**config.mk**
```make
export PLATFORM = sky130hd
export DESIGN_NAME = fetch_pc_ctrl_flat
export DESIGN_NICKNAME = d
export VERILOG_FILES = /design/src/rtl/fetch_pc_ctrl_pkg.sv /design/src/rtl/fetch_pc_ctrl_if.sv /design/src/rtl/fetch_pc_ctrl_pc_target_calc.sv /design/src/rtl/fetch_pc_ctrl.sv /design/src/flat_wrapper.sv
export SDC_FILE = /design/constraint.sdc
export NUM_CORES = 1
export LEC_CHECK = 0
export BUFFER_PORTS_ARGS = -buffer_cell sky130_fd_sc_hd__buf_2
export CAP_MARGIN = 40
export CORE_ASPECT_RATIO = 0.7
export CORE_MARGIN = 5
export CORE_UTILIZATION = 35
export CTS_CLUSTER_DIAMETER = 80
export CTS_CLUSTER_SIZE = 25
export DETAILED_ROUTE_END_ITERATION = 16
export GPL_TIMING_DRIVEN = 0
export PLACE_DENSITY = 0.58
export SYNTH_ARGS = -nofsm -noshare
export SYNTH_HDL_FRONTEND = slang
export SYNTH_HIERARCHICAL = 1
export SYNTH_SLANG_ARGS = --single-unit
```
**constraint.sdc**
```tcl
create_clock -name clk -period 10.98 [get_ports clk]
set_input_delay 3.294 -clock clk [delete_from_list [all_inputs] [get_ports clk]]
set_output_delay 3.294 -clock clk [all_outputs]
set_load 0.005 [all_outputs]
```
**src/rtl/fetch_pc_ctrl_pkg.sv**
```systemverilog
// Shared PC-source and FSM encodings for the fetch PC controller.
// Fetch-address checking is enabled with FETCH_ADDR_CHK_EN.
package fetch_pc_ctrl_pkg;

    localparam logic [2:0] PCSEL_PCA4   = 3'd0;
    localparam logic [2:0] PCSEL_BRANCH = 3'd1;
    localparam logic [2:0] PCSEL_J      = 3'd2;
    localparam logic [2:0] PCSEL_JR     = 3'd3;

    typedef enum logic {
        BOOT  = 1'b0,
        FETCH = 1'b1
    } fetch_state_e;

endpackage

```
**src/rtl/fetch_pc_ctrl_if.sv**
```systemverilog
// Instruction-memory fetch handshake: req/addr from the PC unit, gnt from IM.
// Fetch-address checking is enabled with FETCH_ADDR_CHK_EN.
interface fetch_pc_ctrl_if #(
    parameter int PC_W = 32
);
    logic            req;
    logic [PC_W-1:0] addr;
    logic            gnt;

    modport master (
        output req,
        output addr,
        input  gnt
    );

    modport slave (
        input  req,
        input  addr,
        output gnt
    );
endinterface

```
**src/rtl/fetch_pc_ctrl_pc_target_calc.sv**
```systemverilog
// D-stage redirect target (jr / taken branch / j) and redirect flag.
// Fetch-address checking is enabled with FETCH_ADDR_CHK_EN.
module pc_target_calc
    import fetch_pc_ctrl_pkg::*;
#(
    parameter int PC_W = 32
) (
    input  logic [2:0]      pcsel,
    input  logic            branch,
    input  logic [25:0]     imm26,
    input  logic [15:0]     offset16,
    input  logic [PC_W-1:0] ra,
    input  logic [PC_W-1:0] d_pc,
    output logic [PC_W-1:0] d_tgt,
    output logic            d_redirect
);

    logic [PC_W-1:0] br_tgt;
    logic [PC_W-1:0] j_tgt;
    logic [17:0]     off18;
    logic            is_jr;
    logic            is_br;
    logic            is_j;

    assign off18  = {offset16, 2'b00};
    assign br_tgt = d_pc + PC_W'(4) + PC_W'($signed(off18));

    // Narrow PCs have no region bits above the 28-bit j field.
    if (PC_W > 28) begin : g_j_wide
        assign j_tgt = {d_pc[PC_W-1:28], imm26, 2'b00};
    end else begin : g_j_narrow
        assign j_tgt = PC_W'({imm26, 2'b00});
    end

    assign is_jr = (pcsel == PCSEL_JR);
    assign is_br = (pcsel == PCSEL_BRANCH) && branch;
    assign is_j  = (pcsel == PCSEL_J);

    always_comb begin
        d_tgt      = '0;
        d_redirect = 1'b0;
        unique case (1'b1)
            is_jr: begin
                d_tgt      = ra;
                d_redirect = 1'b1;
            end
            is_br: begin
                d_tgt      = br_tgt;
                d_redirect = 1'b1;
            end
            is_j: begin
                d_tgt      = j_tgt;
                d_redirect = 1'b1;
            end
            default: begin
                d_tgt      = '0;
                d_redirect = 1'b0;
            end
        endcase
    end

endmodule

```
**src/rtl/fetch_pc_ctrl.sv**
```systemverilog
// F-stage PC register, redirect priority, pending redirect and IM fetch FSM.
// Define FETCH_ADDR_CHK_EN to flag misaligned/out-of-text fetch addresses.
module fetch_pc_ctrl
    import fetch_pc_ctrl_pkg::*;
#(
    parameter int              PC_W     = 32,
    parameter logic [PC_W-1:0] RESET_PC = PC_W'(32'h0000_3000),
    parameter logic [PC_W-1:0] EXC_VEC  = PC_W'(32'h0000_4180),
    parameter logic [PC_W-1:0] ERET_OFS = '0,
    parameter logic [PC_W-1:0] TEXT_LO  = PC_W'(32'h0000_3000),
    parameter logic [PC_W-1:0] TEXT_HI  = PC_W'(32'h0000_6FFF)
) (
    input  logic            clk,
    input  logic            reset,
    input  logic            stall,
    input  logic            req,
    input  logic            eret,
    input  logic [PC_W-1:0] epc,
    input  logic [2:0]      pcsel,
    input  logic            branch,
    input  logic [25:0]     imm26,
    input  logic [15:0]     offset16,
    input  logic [PC_W-1:0] ra,
    input  logic [PC_W-1:0] D_pc,
    fetch_pc_ctrl_if.master im,
    output logic [PC_W-1:0] F_pc,
    output logic            F_valid,
    output logic            F_exc_adel
);

    if (PC_W < 16 || TEXT_LO > TEXT_HI) begin : g_bad_cfg
        $error("fetch_pc_ctrl: bad PC_W or text window");
    end

    fetch_state_e    state;
    fetch_state_e    state_nx;
    logic            pend_v;
    logic [PC_W-1:0] pend_tgt;
    logic [PC_W-1:0] pc_nx;
    logic [PC_W-1:0] d_tgt;
    logic            d_redirect;
    logic            redirect;
    logic [PC_W-1:0] tgt;
    logic            fetch_ok;

    pc_target_calc #(
        .PC_W(PC_W)
    ) u_tgt (
        .pcsel     (pcsel),
        .branch    (branch),
        .imm26     (imm26),
        .offset16  (offset16),
        .ra        (ra),
        .d_pc      (D_pc),
        .d_tgt     (d_tgt),
        .d_redirect(d_redirect)
    );

    // CP0 sources win over the D stage and are not blocked by stall.
    always_comb begin
        redirect = 1'b1;
        tgt      = '0;
        if (req) begin
            tgt = EXC_VEC;
        end else if (eret) begin
            tgt = epc + ERET_OFS;
        end else if (!stall && d_redirect) begin
            tgt = d_tgt;
        end else begin
            redirect = 1'b0;
        end
    end

    always_comb begin
        state_nx = state;
        unique case (state)
            BOOT:    state_nx = FETCH;
            FETCH:   state_nx = FETCH;
            default: state_nx = BOOT;
        endcase
    end

    assign fetch_ok = im.gnt && (state == FETCH);

    always_comb begin
        pc_nx = F_pc;
        if (redirect) begin
            pc_nx = tgt;
        end else if (pend_v) begin
            pc_nx = pend_tgt;
        end else if (!stall) begin
            pc_nx = F_pc + PC_W'(4);
        end
    end

    always_ff @(posedge clk or negedge reset) begin
        if (!reset) begin
            state    <= BOOT;
            F_pc     <= RESET_PC;
            pend_v   <= 1'b0;
            pend_tgt <= '0;
        end else begin
            state <= state_nx;
            if (fetch_ok) begin
                F_pc   <= pc_nx;
                pend_v <= 1'b0;
            end else if (redirect) begin
                pend_v   <= 1'b1;
                pend_tgt <= tgt;
            end
        end
    end

    assign im.req  = (state == FETCH);
    assign im.addr = F_pc;

    // The word returned this cycle is wrong-path if any redirect is in flight.
    assign F_valid = im.gnt && im.req && !redirect && !pend_v;

`ifdef FETCH_ADDR_CHK_EN
    assign F_exc_adel = (F_pc[1:0] != 2'b00)
                      || (F_pc < TEXT_LO)
                      || (F_pc > TEXT_HI);
`else
    assign F_exc_adel = 1'b0;
`endif

endmodule

```
**src/flat_wrapper.sv**
```systemverilog
// flat-port wrapper written by rule: the top's interface ports become plain ports
module fetch_pc_ctrl_flat import fetch_pc_ctrl_pkg::*;
#(
    parameter int              PC_W     = 32,
    parameter logic [PC_W-1:0] RESET_PC = PC_W'(32'h0000_3000),
    parameter logic [PC_W-1:0] EXC_VEC  = PC_W'(32'h0000_4180),
    parameter logic [PC_W-1:0] ERET_OFS = '0,
    parameter logic [PC_W-1:0] TEXT_LO  = PC_W'(32'h0000_3000),
    parameter logic [PC_W-1:0] TEXT_HI  = PC_W'(32'h0000_6FFF)
)
  (clk, reset, stall, req, eret, epc, pcsel, branch, imm26, offset16, ra, D_pc, F_pc, F_valid, F_exc_adel, im_req, im_addr, im_gnt);
  fetch_pc_ctrl_if #(.PC_W(PC_W)) im_i ();
  input  logic clk;
  input  logic reset;
  input  logic stall;
  input  logic req;
  input  logic eret;
  input  logic [PC_W-1:0] epc;
  input  logic [2:0] pcsel;
  input  logic branch;
  input  logic [25:0] imm26;
  input  logic [15:0] offset16;
  input  logic [PC_W-1:0] ra;
  input  logic [PC_W-1:0] D_pc;
  output logic [PC_W-1:0] F_pc;
  output logic F_valid;
  output logic F_exc_adel;
  output wire logic [$bits(im_i.req)-1:0] im_req;
  output wire logic [$bits(im_i.addr)-1:0] im_addr;
  input wire logic [$bits(im_i.gnt)-1:0] im_gnt;
  assign im_req = im_i.req;
  assign im_addr = im_i.addr;
  assign im_i.gnt = im_gnt;
  fetch_pc_ctrl #(.PC_W(PC_W), .RESET_PC(RESET_PC), .EXC_VEC(EXC_VEC), .ERET_OFS(ERET_OFS), .TEXT_LO(TEXT_LO), .TEXT_HI(TEXT_HI)) u_core (.clk(clk), .reset(reset), .stall(stall), .req(req), .eret(eret), .epc(epc), .pcsel(pcsel), .branch(branch), .imm26(imm26), .offset16(offset16), .ra(ra), .D_pc(D_pc), .im(im_i), .F_pc(F_pc), .F_valid(F_valid), .F_exc_adel(F_exc_adel));
endmodule
```
==> run_results.csv <==
group,metric,value,unit
route,met1Wirelength,13010,um
synth,avgSynthCellArea,8.131,um^2
sta,worst_pin_slew,867.4,ps
route,drt-total-wl,26810,um
route,vias,7641,
sta,fin_crit_sh,0.8329,
setup_path,critPathMaxStageDelay,500,ps
setup_path,cp_slowest_cell,"or4b_1",
synth,ys_seq_area_frac,0.2410,
synth,synthTopCellsByArea,"dfrtp_1, ha_1, a22oi_1, a21oi_1, buf_4",
synth,async_flop_share,1.000,
clock_network,h-tree-depth,3,
synth,syn-num-nets,1051,
die,fp-row-count,42,
global_route,antenna_found_initial,2,
synth,ys_ff_latch,66,
placed_design,port_buffers,211,
route,wl_met2,10920,um
synth,postSynthCellCount,844,
setup_path,cp_cell_sequence,"buf_2, inv_2, or4b_1, buf_2, clkdlybuf4s15_2, nand2_1, nand2b_1, nand2_1, clkbuf_1, nor2_1, buf_2",
route,dr.first_iter.drc_count,846,
setup_path,crit_type,"input port to output pin",
route,viasPerCell,5.711,
sta,finClkSkew,6.672,ps
route,drc,0,
clock_network,clkTransAtPathRegs,60,ps
route,wl_per_cell,20.04,um
die,start_util,0.3598,
placed_design,place_ws,1922,ps
synth,yosysWarnings,6,
synth,synth_commonest_cells,"dfrtp_1, nand2_1, nor2_1",
sta,max_clock_freq,109.3,MHz
sta,final-setup-viol-count,0,
setup_path,cp-end-kind,"output pin",
die,pin_count,215,
sta,setup_tns,0,ps
worst_hold_path,hold_class,"register to register",
setup_path,cp_max_fo,10,
clock_network,cts_made_buffers,9,
sta,setup_slack,1835,ps
synth,netlist_area,6863,um^2
synth,ys_types,84,
power_and_ir_drop,p_leak,0.004060,uW
route,first_pass_iters,5,
finish,drive_above_1_share,0.2852,
setup_path,path_buf_inv,6,
placed_design,place.detailed.hpwl,21740,um
global_route,grt-ovfl-total,0,
clock_network,cts_sinks,66,
global_route,grt_pass1_wl,41340,um
setup_path,crit_family,"simple AND/OR/NAND/NOR gates",
route,met3_length,2597,um
status,outcome,"complete, no violations",
sta,hold_violations,0,
synth,yosys_most_used_dff,"dfrtp_1",
sta,finalCriticalPeriod,9145,ps
die,die_w,177.4,um
clock_network,hold_buffers,0,
power_and_ir_drop,power_density,110.9,nW/um^2
clock_network,cts-resized-gates,0,
sta,relSlewSlack,0.4202,
setup_path,critical_path_required,7690,ps
sta,finalMaxSlewViolations,0,
global_route,grt_max_degree,55,
die,dieArea,22550,um^2
power_and_ir_drop,peakVddDrop,0.06930,mV
placed_design,gp_congestion,0.9307,
flow_run,drv_cap,0,
die,chipHeight,127.2,um
synth,synth_top_area_frac,0.2334,
finish,nets,1275,
clock_network,tritoncts,"yes",
finish,nFillCells,1973,
finish,area_growth,24.85,%
route,routed.top_layer,"met5",
sta,rsz0062_at_grt,"no",
die,core-area,19080,um^2
synth,yosys.area.top_type,"dfrtp_1",
global_route,track_usage,0.2335,
setup_path,crit_top_cell,"buf_2",
clock_network,clockBufferDepth,2,
global_route,grt_pass1_vias,7368,
setup_path,rrSetupSlack,8210,ps
synth,yosysMostFrequentCell,"dfrtp_1",
clock_network,clock_latency,340,ps
setup_path,worst_setup_path_start_kind,"input port",
clock_network,cts_setup_buffers,0,
route,ant_nets,0,
synth,synth-edff-count,0,
setup_path,cp_data_arrival_time,5850,ps
clock_network,cts_root_buf,"clkbuf_16",
-- metrics by stage --
stage	std cells	utilization	instance area [um^2]	total power [uW]	hold slack (ps)
after global routing	1338	0.4492	8568	1011	486.0
after floorplan	844	-	6863	533.2	441.3
after detailed placement	1321	0.4346	8290	678.1	457.3
final	1338	0.4492	8568	949.8	466.9
after CTS	1337	0.4490	8566	950.7	470.8
after global placement	1319	0.4324	8249	675.0	456.6
-- routing by layer --
metal,GRT usage,vias up
li1,-,3629
met5,0,-
met4,0.03955,2
met3,0.04755,23
met2,0.3357,367
met1,0.3630,3620
-- layout by cell type (no fill, tap or decap), types with 12 or more instances in the layout --
master / n
buf_2: 218
dfrtp_1: 64
nand2_1: 63
nor2_1: 63
ha_1: 58
a21oi_1: 52
a22oi_1: 50
o21ai_0: 50
clkbuf_1: 46
buf_4: 35
a22o_1: 23
o21ai_1: 22
nand3_1: 19
nor3_1: 18
a21o_1: 18
inv_1: 18
xnor2_1: 16
nand4_1: 14
xor2_1: 14
and3_1: 12
-- area by class of cell --
cell class              count  area, um^2  area share
multi-input cells         663        4594      0.5362
flip-flops and latches     66        1654      0.1930
repair buffers            213        1091      0.1273
plain buffers              94       541.8     0.06323
well taps                 264       330.3     0.03855
clock buffers              13       260.3     0.03037
inverters                  21       78.83    0.009200
clock inverters             3       15.01    0.001752
diodes                      1       2.502   0.0002921
-- state kept, by name, summed over array words and instances (netlist names) --
signal	flops
u_core/F_pc	32
u_core/pend_tgt	32
u_core/im.req	1
u_core/pend_v	1
-- cell families (layout without fill, tap and decap cells) --
group	Yosys count	in the layout	share of synthesized area
flops	66	66	0.2410
simple gates	244	244	0.1818
compound gates	316	316	0.3200
buf+inv	115	344	0.09043
xor+xnor	30	30	0.03829
other cells	2	3	0.001094
mux	12	12	0.01878
fa+ha+maj	59	59	0.1087
-- report_power, final --
| part | internal [uW] | leakage, uW | total (uW) | switching (uW) |
|---|---|---|---|---|
| clock network | 164 | 0.000139 | 271 | 107 |
| logic | 170 | 0.00308 | 368 | 198 |
| registers | 271 | 0.000838 | 311 | 39.8 |
| total | 605 | 0.00406 | 950 | 344 |
-- worst reg2reg max path, cell delays in order, from the launching register on --
cell and delay [ps]:
dfrtp_1 480, ha_1 280, and4_1 210, clkbuf_1 440
and3_1 240, clkbuf_1 310, and3_1 350, a21oi_1 100
o221a_2 250
-- final timing paths --
kind / to / startpoint / depth (start not counted)
worst max register to register: u_core/F_pc[28]$_DFFE_PN0P_ / u_core/F_pc[2]$_DFFE_PN0P_ / 8
worst min-delay path: u_core/pend_tgt[10]$_DFFE_PN0P_ / u_core/pend_tgt[10]$_DFFE_PN0P_ / 1
worst max-delay path: F_valid / pcsel[0] / 11
worst min register to register: u_core/pend_tgt[10]$_DFFE_PN0P_ / u_core/pend_tgt[10]$_DFFE_PN0P_ / 1
min in group asynchronous: u_core/pend_tgt[3]$_DFFE_PN0P_ / reset / 1
max in group asynchronous: u_core/F_pc[13]$_DFFE_PN1P_ / reset / 2
Note: power is estimated with default switching activity, not from simulation.
